<file path="config.mk">
export PLATFORM = sky130hd
export DESIGN_NAME = spi_frame_parser
export DESIGN_NICKNAME = d
export VERILOG_FILES = /design/src/rtl/spi_frame_parser.sv
export SDC_FILE = /design/constraint.sdc
export NUM_CORES = 1
export LEC_CHECK = 0
export BUFFER_PORTS_ARGS = -buffer_cell sky130_fd_sc_hd__clkbuf_2
export CAP_MARGIN = 20
export CORE_MARGIN = 1.5
export CORE_UTILIZATION = 45
export DETAILED_ROUTE_END_ITERATION = 16
export REMOVE_ABC_BUFFERS = 1
export SETUP_SLACK_MARGIN = 0.3
export SLEW_MARGIN = 20
export SYNTH_ARGS = -nofsm -noshare
export SYNTH_HDL_FRONTEND = slang
export SYNTH_SLANG_ARGS = --single-unit
</file>
<file path="constraint.sdc">
create_clock -name i_clk -period 2.7 [get_ports i_clk]
set_input_delay 0.135 -clock i_clk [delete_from_list [all_inputs] [get_ports i_clk]]
set_output_delay 0.135 -clock i_clk [all_outputs]
set_load 0.02 [all_outputs]
</file>
<file path="src/rtl/spi_frame_parser.sv">
// SPI byte-stream frame parser: CMD_PIXEL, 16-bit length, payload to FIFO, optional XOR checksum byte.
// Defining FRAME_CHECKSUM_EN enables the CHECK state and o_err_chk; otherwise frames end after the payload.
module spi_frame_parser #(
    parameter int unsigned LEN_WIDTH = 16,
    parameter logic [7:0]  CMD_PIXEL = 8'hA5
) (
    input  logic       i_clk,
    input  logic       i_reset,
    input  logic [7:0] i_rx_data,
    input  logic       i_rx_dataValid,
    input  logic       i_spi_nss,
    input  logic       i_wfull,
    output logic [7:0] o_wdata,
    output logic       o_winc,
    output logic       o_busy,
    output logic       o_frame_done,
    output logic       o_err_overflow,
    output logic       o_err_abort,
    output logic       o_err_cmd,
    output logic       o_err_chk
);

`ifdef FRAME_CHECKSUM_EN
    typedef enum logic [2:0] {
        ST_IDLE    = 3'd0,
        ST_LEN_H   = 3'd1,
        ST_LEN_L   = 3'd2,
        ST_PAYLOAD = 3'd3,
        ST_DISCARD = 3'd4,
        ST_CHECK   = 3'd5
    } state_e;
    localparam state_e ST_AFTER_PAY = ST_CHECK;
`else
    typedef enum logic [2:0] {
        ST_IDLE    = 3'd0,
        ST_LEN_H   = 3'd1,
        ST_LEN_L   = 3'd2,
        ST_PAYLOAD = 3'd3,
        ST_DISCARD = 3'd4
    } state_e;
    localparam state_e ST_AFTER_PAY = ST_IDLE;
`endif

    localparam logic [LEN_WIDTH-1:0] CNT_ONE  = {{(LEN_WIDTH-1){1'b0}}, 1'b1};
    localparam logic [LEN_WIDTH-1:0] CNT_ZERO = {LEN_WIDTH{1'b0}};

    function automatic logic [7:0] chk_update(input logic [7:0] acc, input logic [7:0] data);
        return acc ^ data;
    endfunction

    state_e               state_q, state_d, byte_state_s;
    logic                 nss_meta_q, nss_sync_q, nss_prev_q;
    logic                 frame_end_s, abort_s, is_cmd_s;
    logic [7:0]           len_hi_q, len_hi_d;
    logic [15:0]          len_full_s;
    logic [LEN_WIDTH-1:0] len_cap_s, cnt_q, cnt_d;
    logic                 len_zero_s, last_s;
    logic [7:0]           xor_q, xor_d;
    logic [7:0]           wdata_q, wdata_d;
    logic                 winc_q, winc_d;
    logic                 busy_q, busy_d;
    logic                 done_q, done_d;
    logic                 err_ovf_q, err_ovf_d;
    logic                 err_abt_q, err_abt_d;
    logic                 err_cmd_q, err_cmd_d;
`ifdef FRAME_CHECKSUM_EN
    logic                 err_chk_q, err_chk_d;
`else
    logic                 done_pend_q, done_pend_d;
`endif

    // Two-flop synchronizer plus edge history for the asynchronous chip select
    always_ff @(posedge i_clk or posedge i_reset) begin
        if (i_reset) begin
            nss_meta_q <= 1'b1;
            nss_sync_q <= 1'b1;
            nss_prev_q <= 1'b1;
        end else begin
            nss_meta_q <= i_spi_nss;
            nss_sync_q <= nss_meta_q;
            nss_prev_q <= nss_sync_q;
        end
    end

    assign frame_end_s = nss_sync_q & ~nss_prev_q;
    assign is_cmd_s    = (i_rx_data == CMD_PIXEL);
    assign len_full_s  = {len_hi_q, i_rx_data};
    assign len_cap_s   = len_full_s[LEN_WIDTH-1:0];
    assign len_zero_s  = (len_cap_s == CNT_ZERO);
    assign last_s      = (cnt_q == CNT_ONE);

    // FSM state register
    always_ff @(posedge i_clk or posedge i_reset) begin
        if (i_reset) begin
            state_q <= ST_IDLE;
        end else begin
            state_q <= state_d;
        end
    end

    // Next state: apply the received byte first, then a coincident frame end
    always_comb begin
        byte_state_s = state_q;
        if (i_rx_dataValid) begin
            case (state_q)
                ST_IDLE:    byte_state_s = is_cmd_s ? ST_LEN_H : ST_DISCARD;
                ST_LEN_H:   byte_state_s = ST_LEN_L;
                ST_LEN_L:   byte_state_s = len_zero_s ? ST_AFTER_PAY : ST_PAYLOAD;
                ST_PAYLOAD: byte_state_s = last_s ? ST_AFTER_PAY : ST_PAYLOAD;
`ifdef FRAME_CHECKSUM_EN
                ST_CHECK:   byte_state_s = ST_IDLE;
`endif
                ST_DISCARD: byte_state_s = ST_DISCARD;
                default:    byte_state_s = ST_IDLE;
            endcase
        end else begin
            byte_state_s = state_q;
        end
        if (frame_end_s) begin
            state_d = ST_IDLE;
        end else begin
            state_d = byte_state_s;
        end
    end

    // Frame end only counts as an abort while a frame is still being parsed
    assign abort_s = frame_end_s && (byte_state_s != ST_IDLE) && (byte_state_s != ST_DISCARD);

    // Output and datapath next-state: length, countdown, checksum, FIFO writes, flags
    always_comb begin
        len_hi_d  = len_hi_q;
        cnt_d     = cnt_q;
        xor_d     = xor_q;
        wdata_d   = wdata_q;
        winc_d    = 1'b0;
        done_d    = 1'b0;
        err_ovf_d = err_ovf_q;
        err_abt_d = err_abt_q;
        err_cmd_d = err_cmd_q;
`ifdef FRAME_CHECKSUM_EN
        err_chk_d = err_chk_q;
`else
        done_pend_d = 1'b0;
        done_d      = done_pend_q;
`endif
        busy_d = (state_d != ST_IDLE);
        if (i_rx_dataValid) begin
            case (state_q)
                ST_IDLE: begin
                    if (is_cmd_s) begin
                        len_hi_d  = 8'h00;
                        cnt_d     = CNT_ZERO;
                        xor_d     = 8'h00;
                        err_ovf_d = 1'b0;
                        err_abt_d = 1'b0;
                        err_cmd_d = 1'b0;
`ifdef FRAME_CHECKSUM_EN
                        err_chk_d = 1'b0;
`endif
                    end else begin
                        err_cmd_d = 1'b1;
                    end
                end
                ST_LEN_H: len_hi_d = i_rx_data;
                ST_LEN_L: begin
                    cnt_d = len_cap_s;
`ifndef FRAME_CHECKSUM_EN
                    done_pend_d = len_zero_s;
`endif
                end
                ST_PAYLOAD: begin
                    cnt_d = cnt_q - CNT_ONE;
                    xor_d = chk_update(xor_q, i_rx_data);
                    if (i_wfull) begin
                        err_ovf_d = 1'b1;
                    end else begin
                        wdata_d = i_rx_data;
                        winc_d  = 1'b1;
                    end
`ifndef FRAME_CHECKSUM_EN
                    done_pend_d = last_s;
`endif
                end
`ifdef FRAME_CHECKSUM_EN
                ST_CHECK: begin
                    if (i_rx_data == xor_q) begin
                        done_d = 1'b1;
                    end else begin
                        err_chk_d = 1'b1;
                    end
                end
`endif
                ST_DISCARD: len_hi_d = len_hi_q;
                default:    len_hi_d = len_hi_q;
            endcase
        end else begin
            winc_d = 1'b0;
        end
        if (abort_s) begin
            err_abt_d = 1'b1;
        end else begin
            err_abt_d = err_abt_d;
        end
    end

    // Datapath and registered outputs
    always_ff @(posedge i_clk or posedge i_reset) begin
        if (i_reset) begin
            len_hi_q  <= 8'h00;
            cnt_q     <= CNT_ZERO;
            xor_q     <= 8'h00;
            wdata_q   <= 8'h00;
            winc_q    <= 1'b0;
            busy_q    <= 1'b0;
            done_q    <= 1'b0;
            err_ovf_q <= 1'b0;
            err_abt_q <= 1'b0;
            err_cmd_q <= 1'b0;
        end else begin
            len_hi_q  <= len_hi_d;
            cnt_q     <= cnt_d;
            xor_q     <= xor_d;
            wdata_q   <= wdata_d;
            winc_q    <= winc_d;
            busy_q    <= busy_d;
            done_q    <= done_d;
            err_ovf_q <= err_ovf_d;
            err_abt_q <= err_abt_d;
            err_cmd_q <= err_cmd_d;
        end
    end

`ifdef FRAME_CHECKSUM_EN
    // Checksum mismatch flag
    always_ff @(posedge i_clk or posedge i_reset) begin
        if (i_reset) begin
            err_chk_q <= 1'b0;
        end else begin
            err_chk_q <= err_chk_d;
        end
    end
    assign o_err_chk = err_chk_q;
`else
    // Completion is delayed one cycle so it never overlaps the final FIFO write
    always_ff @(posedge i_clk or posedge i_reset) begin
        if (i_reset) begin
            done_pend_q <= 1'b0;
        end else begin
            done_pend_q <= done_pend_d;
        end
    end
    assign o_err_chk = 1'b0;
`endif

    assign o_wdata        = wdata_q;
    assign o_winc         = winc_q;
    assign o_busy         = busy_q;
    assign o_frame_done   = done_q;
    assign o_err_overflow = err_ovf_q;
    assign o_err_abort    = err_abt_q;
    assign o_err_cmd      = err_cmd_q;

endmodule

</file>
==> flow_summary_export.csv <==
group,metric,value,unit
outcome,outcome,"complete, no violations",
placed_design,place_congestion,0.854,
synthesis,synth_seq_area_share,50.1,%
floorplanning,start_util,47.1,%
floorplanning,core_region_area,4790,sq um
worst_setup_path,crit_chain,"nor4_4, nand4_2, a222oi_1, a21oi_1, or3_1",
clock_tree,clock-sinks,45,
final_layout,fill_cells,450,
sta,finalCriticalPeriod,2.06,ns
clock_tree,cts_buffers,5,
routing,drt-total-wl,5.29,mm
clock_tree,tritoncts,"done",
worst_setup_path,required,2.88,ns
final_layout,fin_cells,335,
clock_tree,post_cts_buffers,0,
final_layout,diodes,0,
synthesis,syn_avg_cell_area,9.47,sq um
placed_design,placed_cell_area,2470,sq um
routing,first_iter_violations,171,
worst_setup_path,setup.worst_path.start_class,"register",
sta,rsz0062_at_grt,"false",
global_routing,grt-ovfl-total,0,
final_layout,nets,282,
clock_tree,cts_root_buf,"clkbuf_8",
routing,routedWlPerCell,15.8,um
final_layout,drive_gt1_share,23.1,%
flow_run,drv_cap,0,
routing,first_pass_iters,4,
routing,via_per_inst,5.65,
synthesis,synth_top_area_share,46.6,%
sta,fin_worst_skew,0.00675,ns
final_layout,area_delta_synth_final,15.1,%
final_layout,multi_input_area,1050,sq um
floorplanning,die_area,5440,sq um
worst_setup_path,crit_type,"reg -> reg",
sta,tightestPinTransition,0.926,ns
final_layout,fin_area,2600,sq um
synthesis,netlist_area,2250,sq um
worst_setup_path,critPathMaxStageDelay,0.47,ns
power_and_ir_drop,power_density,506,nW/um^2
power_and_ir_drop,ir_drop,0.300,mV
power_and_ir_drop,p_total,1.31,mW
final_layout,register_area,1130,sq um
clock_tree,insertion_delay,0.30,ns
worst_setup_path,endpoint_kind,"register",
power_and_ir_drop,leakagePower,1.19,nW
sta,fin_crit_sh,76.4,%
placed_design,dp_hpwl,3.77,mm
floorplanning,die_h,73.8,um
worst_setup_path,worstPathArrival,2.24,ns
floorplanning,rows,25,
sta,slew_headroom,38.2,%
sta,maxSlewViolCount,0,
synthesis,async_flop_share,100,%
synthesis,yosysWarnings,0,
synthesis,syn-instance-count,238,
sta,setup_tns,0,ns
worst_setup_path,cp_max_fo,7,
global_routing,grt_max_degree,46,
global_routing,grtUsageTotal,21.8,%
worst_setup_path,cp_num_buf_inv,0,
worst_setup_path,slowest_stage,"dfrtp_1",
clock_tree,h-tree-depth,2,
floorplanning,ios,28,
global_routing,first_global_vias,1688,
synthesis,ys.flop_type,"dfrtp_1",
floorplanning,die_w,73.8,um
global_routing,grt_first_pass_wirelength,8.82,mm
routing,drc_errors,0,
clock_tree,clock_path_buffers,2,
clock_tree,clk_pin_slew,0.08,ns
placed_design,place_inst,326,
routing,vias,1892,
sta,hold_viol_final,0,
placed_design,io_buffers,26,
synthesis,synth.ff_latch_count,45,
synthesis,synth_area_leaders,"dfrtp_1 (47%), o21ai_0 (6.4%), nand2_1 (4.2%), mux2_2 (4.0%), dfstp_2 (3.5%)",
synthesis,yosysUniqueCellTypes,42,
sta,setup_viol,0,
worst_hold_path,min_path_type,"in -> async",
worst_setup_path,crit_family,"simple AND/OR/NAND/NOR gates",
synthesis,synth-edff-count,0,
global_routing,antenna_found_initial,0,
synthesis,synth_area_leader_cell,"dfrtp_1",
routing,ant_nets,0,
clock_tree,cts-resized-gates,0,
sta,max_freq,485,MHz
## per-stage QoR
stage          setup slack (ns)  hold slack, ns  utilization [%]
2_1_floorplan             0.609           0.139                -
3_3_place_gp              0.680           0.226             51.6
3_5_place_dp              0.651           0.224             51.6
4_1_cts                   0.647          0.0659             54.2
5_1_grt                   0.487           0.113             54.2
6_report                  0.636          0.0213             54.2
## report_power, final
group	switching, mW	total [mW]	internal [mW]
combinational	0.0604	0.0875	0.0271
clock	0.228	0.530	0.302
sequential	0.00819	0.696	0.687
total	0.297	1.31	1.02
## area by class of cell
type / instances / share of cell area (%)
clock inverter: 1 / 1.16
sequential: 45 / 43.5
multi-input combinational: 175 / 40.5
tap: 67 / 3.23
clock buffer: 7 / 3.33
inverter: 6 / 0.867
timing repair buffer: 34 / 7.42
## final timing paths
| path | from | endpoint | slack (ns) | cells after the start |
|---|---|---|---|---|
| max in group asynchronous | i_reset | o_frame_done | 2.10 | 2 |
| min reg2reg | done_d | o_frame_done | 0.36 | 0 |
| min | i_reset | o_err_cmd | 0.02 | 2 |
| max reg2reg | cnt_q[8] | o_busy | 0.64 | 5 |
| max | cnt_q[8] | o_busy | 0.64 | 5 |
| min in group i_clk | i_wfull | o_err_overflow | 0.11 | 3 |
## cell usage after synthesis (2+ instances only)
library cell and instances:
a21oi_1 15, a22oi_1 10, a31oi_1 2, and2_1 3, buf_2 2, clkbuf_1 9
dfrtp_1 42, dfstp_2 3, ha_1 2, inv_1 6, mux2_2 8, nand2_1 25
nand2b_1 2, nand3_1 11, nand4_1 2, nor2_1 20, nor2b_1 3, nor3_1 7
nor3_2 2, nor4_1 5, nor4_2 2, o211ai_1 3, o21a_1 2, o21ai_0 29
o21ai_1 4, or3_1 3
## registers in the layout (all words and copies together) (netlist names)
name            count
cnt_q              16
len_hi_q            8
o_wdata             8
state_q             3
done_d              1
nss_meta_q          1
nss_prev_q          1
nss_sync_q          1
o_busy              1
o_err_abort         1
o_err_cmd           1
o_err_overflow      1
o_frame_done        1
o_winc              1
## layer usage
metal	track usage (%)	share of wire (%)	vias up
met2	29.8	43	53
met3	5.21	4.8	6
met1	33.0	51	903
met5	0	0	-
met4	7.82	1.1	0
li1	-	-	930
## logic make-up after synthesis
family,Yosys count,share of synthesized area [%]
buf+inv,18,3.27
compound gates,70,18.1
fa+ha+maj,2,1.11
flops,45,50.1
mux,8,4.00
simple gates,94,23.2
other cells,1,0.166
## cells in the final DEF, fill, tap and decap left out, types with 3 or more instances in the layout
| cell | instances |
|---|---|
| clkbuf_8 | 6 |
| inv_1 | 5 |
| dfrtp_1 | 42 |
| a21oi_1 | 15 |
| mux2_2 | 8 |
| dfstp_2 | 3 |
| a22oi_1 | 10 |
| nor2b_1 | 3 |
| o21ai_0 | 29 |
| nand2_1 | 25 |
| and2_1 | 3 |
| clkbuf_2 | 26 |
| nor3_1 | 7 |
| buf_4 | 7 |
| nor2_1 | 20 |
| nor4_1 | 5 |
| o21ai_1 | 4 |
| nand3_1 | 11 |
| or3_1 | 3 |
| o211ai_1 | 3 |
## what timing repair did
item | 4_1_cts | 5_1_grt
hold buffers | 1 | 0
setup endpoints to repair | 0 | 0
endpoints found under the hold margin | 1 | 0
(Power assumes the default switching activity.)
